**src/rtl/uart_alu_pkg.sv**
```systemverilog
// uart_alu_pkg: shared constants, FSM encoding and response byte selection for the UART ALU
package uart_alu_pkg;
    typedef logic [1:0] state_t;
    localparam state_t ST_IDLE = 2'd0;
    localparam state_t ST_LOAD = 2'd1;
    localparam state_t ST_SEND = 2'd2;
    localparam state_t ST_DONE = 2'd3;
    localparam logic [15:0] RESP_LEN = 16'd8;
    localparam logic [7:0] RESERVED_BYTE = 8'h00;
    localparam int RESP_BYTES = 8;
    localparam int IDX_W = $clog2(RESP_BYTES);
    localparam int DEFAULT_CLKS_PER_BIT = 217;

    function automatic logic [7:0] resp_byte(input logic [IDX_W-1:0] idx, input logic [7:0] opcode,
                                             input logic [31:0] result);
        logic [63:0] pkt;
        pkt = {result, RESP_LEN, RESERVED_BYTE, opcode};
        return pkt[idx*8 +: 8];
    endfunction
endpackage

```
**src/rtl/uart_tx_serializer.sv**
```systemverilog
// uart_tx_serializer: 8N1 transmitter that can chain the next byte in the cycle it signals done
module uart_tx_serializer
    import uart_alu_pkg::*;
#(
    parameter int CLKS_PER_BIT = DEFAULT_CLKS_PER_BIT
) (
    input  logic       clk,
    input  logic       rst,
    input  logic [7:0] data_i,
    input  logic       start_i,
    output logic       tx_o,
    output logic       busy_o,
    output logic       done_o
);
    localparam int BW = $clog2(CLKS_PER_BIT);
    localparam logic [BW-1:0] BAUD_MAX = BW'(CLKS_PER_BIT - 1);

    logic [BW-1:0] baud_q, baud_d;
    logic [3:0] bit_q, bit_d;
    logic [8:0] sh_q, sh_d;
    logic tx_q, tx_d, busy_q, busy_d;
    logic bit_end, load;

    // Bit 0 is the start bit, 1..8 data, 9 the stop bit; sh_q holds {stop, data} still to go out.
    always_comb begin
        bit_end = busy_q && baud_q == BAUD_MAX;
        done_o  = bit_end && bit_q == 4'd9;
        load    = start_i && (!busy_q || done_o);
        baud_d  = (load || bit_end) ? '0 : busy_q ? baud_q + 1'b1 : baud_q;
        bit_d   = (load || done_o) ? '0 : bit_end ? bit_q + 1'b1 : bit_q;
        sh_d    = load ? {1'b1, data_i} : bit_end ? {1'b0, sh_q[8:1]} : sh_q;
        tx_d    = load ? 1'b0 : done_o ? 1'b1 : bit_end ? sh_q[0] : tx_q;
        busy_d  = load || (busy_q && !done_o);
    end

    always_ff @(posedge clk or posedge rst) begin
        if (rst) begin
            baud_q <= '0;
            bit_q  <= '0;
            sh_q   <= '0;
            tx_q   <= 1'b1;
            busy_q <= 1'b0;
        end else begin
            baud_q <= baud_d;
            bit_q  <= bit_d;
            sh_q   <= sh_d;
            tx_q   <= tx_d;
            busy_q <= busy_d;
        end
    end

    assign tx_o   = tx_q;
    assign busy_o = busy_q;
endmodule

```
**src/rtl/uart_alu_resp_tx.sv**
```systemverilog
// uart_alu_resp_tx: frames an ALU result into an 8-byte response packet and sends it as 8N1 UART
module uart_alu_resp_tx
    import uart_alu_pkg::*;
#(
    parameter int CLKS_PER_BIT = DEFAULT_CLKS_PER_BIT
) (
    input  logic        clk,
    input  logic        rst,
    input  logic [7:0]  opcode_i,
    input  logic [31:0] result_i,
    input  logic        valid_i,
    output logic        ready_o,
    output logic        busy_o,
    output logic        tx_o
);
    if (CLKS_PER_BIT < 2) begin : g_bad_cpb
        $error("CLKS_PER_BIT must be at least 2");
    end

    state_t state_q, state_d;
    logic [IDX_W-1:0] idx_q, idx_d;
    logic [7:0] opcode_q, opcode_d;
    logic [31:0] result_q, result_d;
    logic last, hs, chain, ser_start, ser_busy, ser_done;
    logic [7:0] ser_data;

    // Bytes after the first are handed over on the done pulse itself, so the line never idles mid-packet.
    always_comb begin
        last      = idx_q == IDX_W'(RESP_BYTES - 1);
        hs        = valid_i && state_q == ST_IDLE;
        chain     = state_q == ST_SEND && ser_done && !last;
        ser_start = state_q == ST_LOAD || chain;
        ser_data  = resp_byte(chain ? idx_q + 1'b1 : idx_q, opcode_q, result_q);
        opcode_d  = hs ? opcode_i : opcode_q;
        result_d  = hs ? result_i : result_q;
        idx_d     = hs ? '0 : chain ? idx_q + 1'b1 : idx_q;
        state_d   = state_q == ST_IDLE ? (valid_i ? ST_LOAD : ST_IDLE)
                  : state_q == ST_LOAD ? ST_SEND
                  : state_q == ST_SEND ? ((ser_done && last) ? ST_DONE : ST_SEND)
                  : ST_IDLE;
    end

    always_ff @(posedge clk or posedge rst) begin
        if (rst) begin
            state_q  <= ST_IDLE;
            idx_q    <= '0;
            opcode_q <= '0;
            result_q <= '0;
        end else begin
            state_q  <= state_d;
            idx_q    <= idx_d;
            opcode_q <= opcode_d;
            result_q <= result_d;
        end
    end

    uart_tx_serializer #(.CLKS_PER_BIT(CLKS_PER_BIT)) u_ser (
        .clk     (clk),
        .rst     (rst),
        .data_i  (ser_data),
        .start_i (ser_start),
        .tx_o    (tx_o),
        .busy_o  (ser_busy),
        .done_o  (ser_done)
    );

    assign ready_o = state_q == ST_IDLE;
    assign busy_o  = state_q != ST_IDLE || ser_busy;
endmodule

```
**config.mk**
```make
export PLATFORM = sky130hd
export DESIGN_NAME = uart_alu_resp_tx
export DESIGN_NICKNAME = d
export VERILOG_FILES = /design/src/rtl/uart_alu_pkg.sv /design/src/rtl/uart_tx_serializer.sv /design/src/rtl/uart_alu_resp_tx.sv
export SDC_FILE = /design/constraint.sdc
export NUM_CORES = 1
export LEC_CHECK = 0
export BUFFER_PORTS_ARGS = -buffer_cell sky130_fd_sc_hd__buf_4
export CORE_MARGIN = 2
export CORE_UTILIZATION = 50
export DETAILED_ROUTE_END_ITERATION = 10
export MAX_ROUTING_LAYER = met4
export PLACE_DENSITY = 0.81
export SLEW_MARGIN = 10
export SYNTH_ARGS = -nofsm -noshare
export SYNTH_HDL_FRONTEND = slang
export SYNTH_HIERARCHICAL = 1
export SYNTH_SLANG_ARGS = --single-unit
```
**constraint.sdc**
```tcl
create_clock -name clk -period 6.9 [get_ports clk]
set_input_delay 0.345 -clock clk [delete_from_list [all_inputs] [get_ports clk]]
set_output_delay 0.345 -clock clk [all_outputs]
set_load 0.02 [all_outputs]
```
### Yosys cells after proc, flatten, opt, wreduce, memory -nomap -nowiden

Index checks and enable logic that the tools add are counted.

| word-level totals | value |
|---|---|
| register bits after elaboration | 68 |
| input port bits | 43 |
| output and inout port bits | 3 |
| word-level logic and storage cells | 57 |

| cells by class | value |
|---|---|
| add/subtract/negate cells | 3 |
| equality and inequality tests | 5 |
| shift operators | 1 |
| multiplexer cells | 16 |
| reduce and logical (&&, ||, !) cells | 23 |

Operator list:

| kind | number |
|---|---|
| indexed part select 64 x 7 -> 8 bit | 1 |
| two-way mux 9 bit | 2 |
| two-way mux 8 bit | 2 |
| adder 8 x 1 -> 8 bit (second input constant) | 1 |
| == test 8 bit (second input constant) | 1 |
| logical AND 1 bit | 8 |
| two-way mux 4 bit | 2 |
| nonzero test 2 bit | 4 |
| logical OR 1 bit | 6 |
| two-way mux 2 bit | 3 |
| two-way mux 3 bit | 2 |
| two-way mux 1 bit | 5 |
| adder 4 x 1 -> 4 bit (second input constant) | 1 |
| == test 4 bit (second input constant) | 1 |
| adder 3 x 1 -> 3 bit (second input constant) | 1 |
| == test 3 bit (second input constant) | 1 |
| zero test 1 bit | 3 |
| nonzero test 3 bit | 1 |
| == test 2 x 1 -> 1 bit (second input constant) | 1 |
| == test 2 bit (second input constant) | 1 |
| zero test 2 bit | 1 |

### Logic depth before layout (Yosys ltp)

| depth | value |
|---|---|
| depth after elaboration | 9 |
| mapped depth | 14 |
| gate-level depth less buffers | 11 |

### Modules after synthesis

Netlist, hierarchy kept.

Modules (own cells, without submodules):

| module | instances | cells an instance | area each (um2) | seq. area each (um2) |
|---|---|---|---|---|
| uart_alu_resp_tx | 1 | 200 | 2391.0 | 1126.1 |
| uart_tx_serializer | 1 | 131 | 1296.2 | 576.8 |

### Worst setup path after synthesis

No wires, ideal clock.

| timing path | value |
|---|---|
| kind | register to register |
| start | register u_ser.baud_q[0] |
| end | register u_ser.sh_q[0] |
| library setup time | 0.145 ns |
| arrival time | 2.421 ns |
| required time | 6.755 ns |
| setup slack | 4.333 ns |
| stages on the path, launching flop included | 13 |
| path buffers | 2 |
| period minus slack after synthesis | 2.567 ns |
| cells stage by stage | dfrtp_1 inv_1 ha_1 and4_1 buf_6 nand2_1 nor2_1 nand3b_1 buf_4 nand2b_1 and2b_1 nor4_4 a221oi_1 |

| between the ends | value |
|---|---|
| longest elaborated chain between the ends | 8 |
| elaborated cells between the ends (all ways) | 12 |
| those cells by class | eq/ne (1); shift (1); mux (2); reduce/logical (8) |

RTL lines:

| element | line | RTL |
|---|---|---|
| start: declaration | uart_tx_serializer.sv:18 | `logic [BW-1:0] baud_q, baud_d;` |
| start signal: assignment | uart_tx_serializer.sv:44 | `baud_q <= baud_d;` |
| == test 8 bit * | uart_tx_serializer.sv:26 | `bit_end = busy_q && baud_q == BAUD_MAX;` |
| logical AND 1 bit * | uart_tx_serializer.sv:26 |  |
| logical AND 1 bit * | uart_tx_serializer.sv:27 | `done_o = bit_end && bit_q == 4'd9;` |
| via ser_done | uart_alu_resp_tx.sv:24 | `logic last, hs, chain, ser_start, ser_busy, ser_done;` |
| logical AND 1 bit * (2 in series) | uart_alu_resp_tx.sv:31 | `chain = state_q == ST_SEND && ser_done && !last;` |
| logical OR 1 bit * | uart_alu_resp_tx.sv:32 | `ser_start = state_q == ST_LOAD \|\| chain;` |
| via ser_start | uart_alu_resp_tx.sv:24 |  |
| logical AND 1 bit * | uart_tx_serializer.sv:28 | `load = start_i && (!busy_q \|\| done_o);` |
| two-way mux 9 bit / nonzero test 2 bit (equally long branches) | n/a |  |
| end signal: assignment | uart_tx_serializer.sv:40 | `sh_q <= '0;` |
| end signal: assignment | uart_tx_serializer.sv:46 | `sh_q <= sh_d;` |
| end: declaration | uart_tx_serializer.sv:20 | `logic [8:0] sh_q, sh_d;` |

Mark *: on every way through the listed nets, which the timed path passes. The rest lies on a longest branch.
A chain may end at the register's enable or synchronous reset.

### Worst setup path in the final report

| timing path | value |
|---|---|
| start | register u_ser.baud_q[0] |
| end | register u_ser.sh_q[5] |

Same word-level chain as after synthesis.

==> out/metrics.cfg <==
[synth]
synthTopCellsByArea = dfrtp_1, mux2_2, mux2i_1
syn_nets = 383
synth_top_family_by_area = multiplexers
synth.avg_cell_area_um2 = 11.1
ys_ff_latch = 68
synth_xor_area_share_pct = 0.950
yosys_warnings = 6
syn_inst = 331
synth_compound_area_share_pct = 12.6
synth-simple-area-share_pct = 11.5
synthMuxAreaShare_pct = 18.5
synth_area_um2 = 3690
synth-edff-count = 0
ys.flop_type = dfrtp_1
post-synth-top-area-cell = dfrtp_1
synth_top_area_share_pct = 45.5
synth_fa_ha_area_share_pct = 3.05
seq_area_frac_synth_pct = 46.2
synthDistinctLibCells = 52
synthArstFlopShare_pct = 100

[routing]
ant_nets = 0
wl_per_cell_um = 15.7
firstDrtPassIters = 4
vias = 2688
wl_met1_mm = 3.39
drcViolationCount = 0
top_layer_used = met4
dr_wl_met3_um = 265
route.met2.wl_mm = 3.53
drt-total-wl_mm = 7.44
vias_per_cell = 5.66
drt-initial-drc-count = 171

[global_routing]
grt_pass1_vias = 2825
grt_start_max_net_pins = 46
grt_usage_pct = 20.3
gr-total-overflow = 0
antenna_found_initial = 0
grt_pass1_wl_mm = 12.9

[pwr]
power_per_cell_area_nw_per_um2 = 187
ir_drop_v = 0.000132
p_leak_nw = 2.01

[final_layout]
nets = 423
drive_above_1_share_pct = 29.3
area_growth_pct = 15.4
antennaDiodeCount = 0
final_cells = 475

[placed_design]
gp_congestion = 0.849
dp.cells = 459
io_buffers = 45
place_hpwl_mm = 5.37

[cts]
cts.sinks = 68
cts_made_buffers = 9
post-cts-setup-buffers = 0
cts_resized = 0
clkLatencyLatePin_ps = 350
ctsHoldBuffers = 0
cts_tree = built
cts_buffer_depth = 2
cts_root_buf = clkbuf_8
cts.htree.levels = 3
clkTransAtPathRegs_ps = 80

[worst_setup_path]
critPathMaxFanout = 15
worstPathRequired_ps = 7110
cp-start-kind = flip-flop
ff2ff_setup_slack_ps = 3260
r2r_end = u_ser/sh_q[5]
critPathKind = flip-flop to flip-flop
end_kind = flip-flop
path_cells = inv_1 > ha_1 > and4_1 > nand2_1 > nor2_1 > nand3b_1 > nand2b_1 > and2b_1 > a31o_1 > a221oi_1
arrival_ps = 3850
cpMaxStageDelayCell = and4_1
reg2reg_from = u_ser/baud_q[0]
worstRegToRegCells = 10
cpPeakStageDelay_ps = 520

[timing]
max_freq_mhz = 275
grt_setup_unrepaired = no
min_period_ps = 3640
finalSetupTns_ps = 0
worst_pin_slew_ps = 1080
slew_headroom_pct = 27.9
final_max_slew_viol_count = 0
setup_viol = 0
final.setup_skew_ps = 7.68
finalHoldViolCount = 0
min_period_over_period_pct = 52.8

[die]
io_pins = 46
core_area_um2 = 7210
die_y_um = 89.9
die_x_um = 89.9
start_util_pct = 51.1
dieArea_um2 = 8080
row_count = 31

[hold_path]
hold_class = primary input to async pin

[run]
max_cap_violations = 0

[status]
run_status = complete, no violations

-- critical path: cells and delay by family (launching register included) --
| family | cells | cell delay (ps) |
|---|---|---|
| buffers and inverters | 1 | 80 |
| adder cells (fa/ha/maj) | 1 | 180 |
| AO/OA/AOI/OAI | 2 | 570 |
| AND/OR/NAND/NOR | 6 | 2250 |
| flip-flops | 1 | 420 |
-- metal layers --
metal	track usage [%]	vias up
met5	-	-
met4	10.5	0
met3	4.44	19
met2	29.9	71
met1	26.5	1311
li1	-	1287
-- per-stage QoR --
step | hold slack, ps | utilization, % | total power [mW] | area [µm²] | worst slack (ps)
global placement | 470 | 55.9 | 0.433 | 4030 | 3410
finish | 136 | 59.0 | 0.797 | 4250 | 3260
detailed placement | 472 | 55.9 | 0.434 | 4030 | 3290
floorplan | 346 | - | 0.412 | 3690 | 4330
global route | 200 | 59.0 | 0.827 | 4250 | 2940
CTS | 161 | 59.0 | 0.804 | 4250 | 3280
-- area by class of cell --
cell class / count / area (µm²)
Tap cell: 99 / 124
Clock inverter: 6 / 95.1
Inverter: 36 / 135
Clock buffer: 10 / 128
Multi-Input combinational cell: 209 / 1720
Fill cell: 635 / 2960
Sequential cell: 68 / 1700
Timing Repair Buffer: 47 / 353
-- worst max-delay path by stage --
stage | endpoint | slack [ps] | start | cells past startpoint
global route | u_ser/sh_q[2] | 2940 | u_ser/baud_q[0] | 10
global placement | u_ser/sh_q[6] | 3410 | u_ser/baud_q[0] | 10
floorplan | u_ser/sh_q[0] | 4330 | u_ser/baud_q[0] | 12
detailed placement | u_ser/sh_q[6] | 3290 | u_ser/baud_q[0] | 10
CTS | u_ser/sh_q[1] | 3280 | u_ser/baud_q[0] | 10
finish | u_ser/sh_q[5] | 3260 | u_ser/baud_q[0] | 10
-- cell families after synthesis --
group,count (synthesis)
flip-flops,68
adder cells (fa/ha/maj),9
AO/OA/AOI/OAI,62
AND/OR/NAND/NOR,71
buffers and inverters,54
multiplexers,63
XOR/XNOR,4
-- cell usage after synthesis (2+ instances only) --
library cell	count
a211oi_1	9
mux2_2	40
buf_2	10
a21oi_1	11
nand4b_1	4
xor2_1	3
o221ai_1	6
o2111ai_1	2
mux2i_1	23
buf_6	5
ha_1	9
nand3b_1	4
o21ai_0	7
or3_1	4
nand2b_1	6
nor3_1	14
o211ai_1	2
inv_1	36
nand3_1	3
nand4_1	2
o31ai_1	3
nand2_1	9
dfrtp_1	67
nor2_1	15
a221oi_1	8
a21o_1	3
-- layout by cell type, fill, tap and decap left out, types with 2 or more instances in the layout --
| cell | synthesis | layout |
|---|---|---|
| o221ai_1 | 6 | 6 |
| nand3_1 | 3 | 3 |
| o31ai_1 | 3 | 3 |
| xor2_1 | 3 | 3 |
| mux2i_1 | 23 | 23 |
| dfrtp_1 | 67 | 67 |
| clkbuf_8 | 0 | 9 |
| nand4_1 | 2 | 2 |
| mux2_2 | 40 | 40 |
| nor3_1 | 14 | 14 |
| a21o_1 | 3 | 3 |
| inv_1 | 36 | 35 |
| buf_4 | 1 | 47 |
| nor2_1 | 15 | 15 |
| nand2b_1 | 6 | 6 |
| o21ai_0 | 7 | 7 |
| a21oi_1 | 11 | 11 |
| nand4b_1 | 4 | 4 |
| ha_1 | 9 | 9 |
| o211ai_1 | 2 | 2 |
| a211oi_1 | 9 | 9 |
| nand3b_1 | 4 | 4 |
| bufinv_16 | 0 | 2 |
| or3_1 | 4 | 4 |
| inv_6 | 0 | 3 |
| a221oi_1 | 8 | 8 |
| nand2_1 | 9 | 9 |
| o2111ai_1 | 2 | 2 |
-- state kept, by name, summed over array words and instances, names as in the netlist --
signal / cells
idx_q: 3
opcode_q: 8
result_q: 32
state_q: 2
u_ser/baud_q: 8
u_ser/bit_q: 4
u_ser/busy_o: 1
u_ser/sh_q: 9
u_ser/tx_o: 1
-- report_power, final --
group / leakage, nW / switching, mW / internal (mW)
sequential: 0.906 / 0 / 0.398
clock: 0.112 / 0.164 / 0.208
combinational: 0.993 / 0.0113 / 0.0154
No activity file was read; power rests on OpenSTA's default activity.
